## config.mk

```make
export PLATFORM = sky130hd
export DESIGN_NAME = writeback_stage
export DESIGN_NICKNAME = d
export VERILOG_FILES = /design/src/rtl/wb_pkg.sv /design/src/rtl/wb_scoreboard.sv /design/src/rtl/writeback_stage.sv
export SDC_FILE = /design/constraint.sdc
export NUM_CORES = 1
export LEC_CHECK = 0
export CAP_MARGIN = 20
export CORE_AREA = 2 2 89 91
export CTS_BUF_LIST = sky130_fd_sc_hd__clkbuf_4
export DETAILED_ROUTE_END_ITERATION = 12
export DIE_AREA = 0 0 91 93
export HOLD_SLACK_MARGIN = 0.08
export PLACE_DENSITY = 0.86
export SYNTH_ARGS = -nofsm -noshare
export SYNTH_HDL_FRONTEND = slang
export SYNTH_HIERARCHICAL = 1
export SYNTH_SLANG_ARGS = --single-unit
```

## constraint.sdc

```tcl
create_clock -name CLK -period 7.3 [get_ports CLK]
set_input_delay 1.46 -clock CLK [delete_from_list [all_inputs] [get_ports CLK]]
set_output_delay 1.46 -clock CLK [all_outputs]
set_load 0.02 [all_outputs]
```

## src/rtl/wb_pkg.sv

```systemverilog
// Shared types and constants for the writeback stage and its pending-write scoreboard.
package wb_pkg;

  typedef enum logic {
    IDLE     = 1'b0,
    MEM_WAIT = 1'b1
  } wb_state_t;

  localparam logic ADR_SEL_PC  = 1'b0;
  localparam logic ADR_SEL_ALU = 1'b1;

  localparam int NREGS   = 8;
  localparam int RADDR_W = 3;

endpackage

```

## src/rtl/wb_scoreboard.sv

```systemverilog
// Per-register pending-write bits: single set port and single clear port, set wins on collision.
// Latency: one cycle from set/clear request to o_pending; no backpressure.
module wb_scoreboard
  import wb_pkg::*;
(
  input  logic               clk,
  input  logic               rst_n,
  input  logic               i_set_en,
  input  logic [RADDR_W-1:0] i_set_idx,
  input  logic               i_clr_en,
  input  logic [RADDR_W-1:0] i_clr_idx,
  output logic [NREGS-1:0]   o_pending
);

  logic [NREGS-1:0] w_set_mask;
  logic [NREGS-1:0] w_clr_mask;
  logic [NREGS-1:0] r_pending;

  always_comb begin
    w_set_mask = '0;
    w_clr_mask = '0;
    if (i_set_en) w_set_mask[i_set_idx] = 1'b1;
    if (i_clr_en) w_clr_mask[i_clr_idx] = 1'b1;
  end

  always_ff @(posedge clk or negedge rst_n) begin
    if (!rst_n) begin
      r_pending <= '0;
    end else begin
      r_pending <= (r_pending & ~w_clr_mask) | w_set_mask;
    end
  end

  assign o_pending = r_pending;

endmodule

```

## src/rtl/writeback_stage.sv

```systemverilog
// Writeback: result select, rf write, PC load, memory-write handshake with timeout abort.
// Latency: 1 cycle to strobes, or request then ack+1; ready_OUT low while a memory write is outstanding.
module writeback_stage
  import wb_pkg::*;
#(
  parameter int DATA_W      = 8,
  parameter int MEM_TIMEOUT = 15,
  parameter int CNT_W       = 16
) (
  input  logic              CLK,
  input  logic              RST_N,
  input  logic              valid_IN,
  output logic              ready_OUT,
  input  logic              input_IN,
  input  logic              wren_IN,
  input  logic [2:0]        writeAd_IN,
  input  logic              ADR_MUX_IN,
  input  logic              write_IN,
  input  logic              PC_load_IN,
  input  logic [DATA_W-1:0] alu_result_IN,
  input  logic [DATA_W-1:0] input_port_IN,
  input  logic [DATA_W-1:0] store_data_IN,
  input  logic [DATA_W-1:0] pc_IN,
  output logic              mem_req_OUT,
  output logic [DATA_W-1:0] mem_addr_OUT,
  output logic [DATA_W-1:0] mem_wdata_OUT,
  input  logic              mem_ack_IN,
  output logic              rf_we_OUT,
  output logic [2:0]        rf_waddr_OUT,
  output logic [DATA_W-1:0] rf_wdata_OUT,
  output logic              pc_load_OUT,
  output logic [DATA_W-1:0] pc_target_OUT,
  output logic [7:0]        pending_OUT,
  output logic              mem_err_OUT,
  output logic [CNT_W-1:0]  retire_cnt_OUT
);

  localparam int TCNT_W = (MEM_TIMEOUT < 2) ? 1 : $clog2(MEM_TIMEOUT);
  localparam logic [TCNT_W-1:0] TCNT_LAST = TCNT_W'(MEM_TIMEOUT - 1);

  wb_state_t         r_state;
  logic              r_mem_req;
  logic [DATA_W-1:0] r_mem_addr;
  logic [DATA_W-1:0] r_mem_wdata;
  logic              r_rf_we;
  logic [2:0]        r_rf_waddr;
  logic [DATA_W-1:0] r_rf_wdata;
  logic              r_pc_load;
  logic [DATA_W-1:0] r_pc_target;
  logic              r_def_wren;
  logic [2:0]        r_def_addr;
  logic [DATA_W-1:0] r_def_data;
  logic              r_def_pcl;
  logic [DATA_W-1:0] r_def_target;
  logic [TCNT_W-1:0] r_tcnt;
  logic              r_mem_err;
  logic [CNT_W-1:0]  r_retire;

  logic              w_accept;
  logic [DATA_W-1:0] w_result;
  logic [DATA_W-1:0] w_mem_addr;
  logic              w_abort;
  logic              w_clr_en;
  logic [2:0]        w_clr_idx;

  assign ready_OUT  = (r_state == IDLE);
  assign w_accept   = valid_IN & ready_OUT;
  assign w_result   = input_IN ? input_port_IN : alu_result_IN;
  assign w_mem_addr = (ADR_MUX_IN == ADR_SEL_ALU) ? alu_result_IN : pc_IN;
  // Ack checked first, so an ack landing on the final wait cycle still completes the write.
  assign w_abort    = (r_state == MEM_WAIT) & ~mem_ack_IN & (r_tcnt == TCNT_LAST);

  always_ff @(posedge CLK or negedge RST_N) begin
    if (!RST_N) begin
      r_state      <= IDLE;
      r_mem_req    <= 1'b0;
      r_mem_addr   <= '0;
      r_mem_wdata  <= '0;
      r_rf_we      <= 1'b0;
      r_rf_waddr   <= '0;
      r_rf_wdata   <= '0;
      r_pc_load    <= 1'b0;
      r_pc_target  <= '0;
      r_def_wren   <= 1'b0;
      r_def_addr   <= '0;
      r_def_data   <= '0;
      r_def_pcl    <= 1'b0;
      r_def_target <= '0;
      r_tcnt       <= '0;
      r_mem_err    <= 1'b0;
      r_retire     <= '0;
    end else begin
      r_rf_we   <= 1'b0;
      r_pc_load <= 1'b0;
      case (r_state)
        IDLE: begin
          if (w_accept) begin
            if (write_IN) begin
              r_state      <= MEM_WAIT;
              r_mem_req    <= 1'b1;
              r_mem_addr   <= w_mem_addr;
              r_mem_wdata  <= store_data_IN;
              r_def_wren   <= wren_IN;
              r_def_addr   <= writeAd_IN;
              r_def_data   <= w_result;
              r_def_pcl    <= PC_load_IN;
              r_def_target <= alu_result_IN;
              r_tcnt       <= '0;
            end else begin
              r_rf_we   <= wren_IN;
              r_pc_load <= PC_load_IN;
              if (wren_IN) begin
                r_rf_waddr <= writeAd_IN;
                r_rf_wdata <= w_result;
              end
              if (PC_load_IN) r_pc_target <= alu_result_IN;
              r_retire <= r_retire + CNT_W'(1);
            end
          end
        end
        MEM_WAIT: begin
          if (mem_ack_IN) begin
            r_state   <= IDLE;
            r_mem_req <= 1'b0;
            r_rf_we   <= r_def_wren;
            r_pc_load <= r_def_pcl;
            if (r_def_wren) begin
              r_rf_waddr <= r_def_addr;
              r_rf_wdata <= r_def_data;
            end
            if (r_def_pcl) r_pc_target <= r_def_target;
            r_retire <= r_retire + CNT_W'(1);
          end else if (w_abort) begin
            r_state   <= IDLE;
            r_mem_req <= 1'b0;
            r_mem_err <= 1'b1;
          end else begin
            r_tcnt <= r_tcnt + TCNT_W'(1);
          end
        end
        default: r_state <= IDLE;
      endcase
    end
  end

  // rf strobes and aborts never coincide: an abort cycle is always in MEM_WAIT, where no strobe is issued.
  assign w_clr_en  = r_rf_we | (w_abort & r_def_wren);
  assign w_clr_idx = w_abort ? r_def_addr : r_rf_waddr;

  wb_scoreboard u_scoreboard (
    .clk       (CLK),
    .rst_n     (RST_N),
    .i_set_en  (w_accept & wren_IN),
    .i_set_idx (writeAd_IN),
    .i_clr_en  (w_clr_en),
    .i_clr_idx (w_clr_idx),
    .o_pending (pending_OUT)
  );

  assign mem_req_OUT    = r_mem_req;
  assign mem_addr_OUT   = r_mem_addr;
  assign mem_wdata_OUT  = r_mem_wdata;
  assign rf_we_OUT      = r_rf_we;
  assign rf_waddr_OUT   = r_rf_waddr;
  assign rf_wdata_OUT   = r_rf_wdata;
  assign pc_load_OUT    = r_pc_load;
  assign pc_target_OUT  = r_pc_target;
  assign mem_err_OUT    = r_mem_err;
  assign retire_cnt_OUT = r_retire;

endmodule

```

==> impl_metrics.env <==
export IMPL_antenna_found_initial=0
export IMPL_ir_drop_uv=198
export IMPL_cts_tree="yes"
export IMPL_maxCapViolCount=0
export IMPL_cts_hold_buf=0
export IMPL_final_antenna_net_count=0
export IMPL_crit_arrival_ns=2.65
export IMPL_postCtsSetupBuffers=0
export IMPL_whs_ns=0.478
export IMPL_async_reset_ff_share_pct=100
export IMPL_p_leak_nw=2.28
export IMPL_viasPerCell=5.50
export IMPL_die_w_um=91
export IMPL_synth_edff_count=0
export IMPL_critical_path_top_delay_family="buffers and inverters"
export IMPL_synth_area_top_cells="dfrtp_1, mux2_2, mux2i_1, o21ai_0, nand2_1"
export IMPL_critPathKind="flip-flop to output port"
export IMPL_first_pass_iters=4
export IMPL_slowest_delay_ns=0.93
export IMPL_ys_seq_area_share_pct=56.1
export IMPL_critPathLaunchType="flip-flop"
export IMPL_tightest_slew_ns=0.860
export IMPL_placed_cell_area_um2=5110
export IMPL_p_comb_share_pct=36.4
export IMPL_io_pins=108
export IMPL_post_cts_resized=0
export IMPL_port_buffers=107
export IMPL_dp_hpwl_mm=6.34
export IMPL_netlist_top_cells_count="dfrtp_1, mux2_2, mux2i_1, nand2_1, o21ai_0"
export IMPL_die_y_um=93
export IMPL_yosysWarnings=6
export IMPL_netlist_instances=329
export IMPL_ys_flop_type="dfrtp_1"
export IMPL_cts_sinks=89
export IMPL_crit_required_ns=5.84
export IMPL_grt_pass1_wl_mm=14.7
export IMPL_drc=0
export IMPL_final_instance_count_excl_fill=540
export IMPL_p_total_w=0.00164
export IMPL_clk_latency_ns=0.44
export IMPL_cts_root_buffer="clkbuf_4"
export IMPL_syn_avg_cell_area_um2=12.1
export IMPL_power_frac_clock_pct=19.4
export IMPL_first_iter_violations=142
export IMPL_final_area_um2=5280
export IMPL_fin_crit_ns=4.11
export IMPL_dieArea_um2=8460
export IMPL_grt_start_max_net_pins=57
export IMPL_max_clock_freq_mhz=243
export IMPL_syn_area_um2=3970
export IMPL_outcome="complete, no violations"
export IMPL_yosysTopAreaCellShare_pct=56.1
export IMPL_crit_fanout=20
export IMPL_clock_skew_ns=0.0127
export IMPL_first_global_vias=2950
export IMPL_synth_seq_cells=89
export IMPL_grt_ovfl_total=0
export IMPL_path_clk_slew_ns=0.15
export IMPL_antenna_cells=0
export IMPL_place_congestion=0.784
export IMPL_routedWlPerCell_um=16.2
export IMPL_crit_buf_inv=2
export IMPL_switching_power_w=0.000562
export IMPL_dp_cells=524
export IMPL_max_slew_margin_pct=42.7
export IMPL_syn_nets=376
export IMPL_synth_top_area_cell="dfrtp_1"
export IMPL_synthToLayoutAreaGrowth_pct=32.8
export IMPL_setup_worst_path_end_class="output port"
export IMPL_cp_slowest_cell="dfrtp_1"
export IMPL_finalMaxSlewViolations=0
export IMPL_switching_share_pct=34.3
export IMPL_rows=32
export IMPL_setup_viol=0
export IMPL_drt_total_wl_mm=8.77
export IMPL_fin_tns_setup_ns=0
export IMPL_powerDensity_nw_per_um2=310
export IMPL_hold_violations=0
export IMPL_seq_power_share_pct=44.2
export IMPL_nets=480
export IMPL_synth_distinct_cells=41
export IMPL_vias=2968
export IMPL_finalCritPeriodShare_pct=56.3
export IMPL_hold_class="flip-flop to flip-flop"
export IMPL_p_int_w=0.00108
export IMPL_core_area_um2=7530
export IMPL_cts_made_buffers=9
export IMPL_yosysMostFrequentCell="dfrtp_1"
export IMPL_rsz0062_at_grt="no"
export IMPL_cts_max_path_buffers=2
export IMPL_path_cells="inv_1, clkdlybuf4s50_1"
export IMPL_cts_htree_levels=3
export IMPL_final_layout_size_suffix_gt1_share_pct=13.9
export IMPL_start_util_pct=52.8
export IMPL_grt_usage_pct=22.0
[final timing paths]
kind,slack [ns],start,cells past startpoint,end
setup / recovery,3.19,r_state,2,ready_OUT
setup reg to reg,3.82,r_state,5,u_scoreboard/o_pending[0]
min in group asynchronous,0.93,RST_N,1,retire_cnt_OUT[10]
hold reg to reg,0.48,retire_cnt_OUT[15],1,retire_cnt_OUT[15]
hold / removal,0.48,retire_cnt_OUT[15],1,retire_cnt_OUT[15]
max in group asynchronous,5.31,RST_N,2,r_def_data[5]
[cells by family (layout without fill, tap and decap cells)]
kind of cell,Yosys count,after routing,synth area share (%)
AOI/OAI and AO/OA,53,53,8.25
xor gates and xnor gates,17,17,3.94
adders and majority gates,3,3,0.945
buffers and inverters,19,128,2.30
DFF,89,89,56.1
muxes,62,62,16.7
and+or+nand+nor,86,86,11.8
[worst register-to-register path: cells and delay by family, from the launching register on]
family	cells	cell delay, ns
AO/OA/AOI/OAI	1	0.18
AND/OR/NAND/NOR	2	1.23
buffers and inverters	1	0.59
flip-flops	1	0.93
multiplexers	1	0.47
[per-stage QoR]
stage          worst slack (ns)  util, %
2_1_floorplan              4.22        -
3_3_place_gp               3.65     67.9
3_5_place_dp               3.55     67.9
4_1_cts                    3.20     70.1
5_1_grt                    3.05     70.1
6_report                   3.19     70.1
[sequential cells by signal, indices dropped and copies added (netlist names), 3 cells and up]
name,count
r_tcnt,4
rf_wdata_OUT,8
mem_wdata_OUT,8
retire_cnt_OUT,16
r_def_data,8
mem_addr_OUT,8
u_scoreboard/o_pending,8
rf_waddr_OUT,3
r_def_addr,3
pc_target_OUT,8
r_def_target,8
[cells in the final DEF (no fill, tap or decap), drive strengths merged, types with 3 or more instances in the layout]
| cell type | instances |
|---|---|
| buf | 3 |
| mux2 | 35 |
| nor2 | 15 |
| xnor2 | 9 |
| and3 | 4 |
| xor2 | 8 |
| o21ai | 27 |
| nand2 | 27 |
| a22o | 3 |
| a32o | 5 |
| nand4bb | 3 |
| dfrtp | 89 |
| clkinvlp | 3 |
| nand4 | 5 |
| clkbuf | 10 |
| clkdlybuf4s50 | 106 |
| nor3 | 3 |
| nand4b | 3 |
| inv | 4 |
| ha | 3 |
| nand3 | 12 |
| mux2i | 27 |
| a21oi | 12 |
| nor2b | 5 |
[power by group through the flow]
| stage | combinational [W] | sequential [W] | clock (W) |
|---|---|---|---|
| after floorplan | 0.000189 | 0.000839 | 0 |
| after global placement | 0.000583 | 0.000729 | 0 |
| after detailed placement | 0.000599 | 0.000733 | 0 |
| after CTS | 0.000601 | 0.000724 | 0.000324 |
| after global routing | 0.000636 | 0.000743 | 0.000347 |
| final | 0.000596 | 0.000723 | 0.000318 |
[metal layers]
layer | vias up | wire length [um] | part of all wire [%] | track usage [%]
li1 | 1389 | - | - | -
met1 | 1483 | 3600 | 41 | 27.0
met2 | 79 | 4590 | 52 | 37.5
met3 | 17 | 378 | 4.3 | 4.83
met4 | 0 | 211 | 2.4 | 10.2
met5 | - | 0 | 0 | 0
[final cells by class]
type	instances	area, um2
Timing Repair Buffer	109	1080
Tap cell	102	128
Clock inverter	6	91.3
Multi-Input combinational cell	221	1660
Clock buffer	10	75.1
Fill cell	566	2250
Sequential cell	89	2230
Inverter	3	11.3
Note: power is estimated with default switching activity, not from simulation.
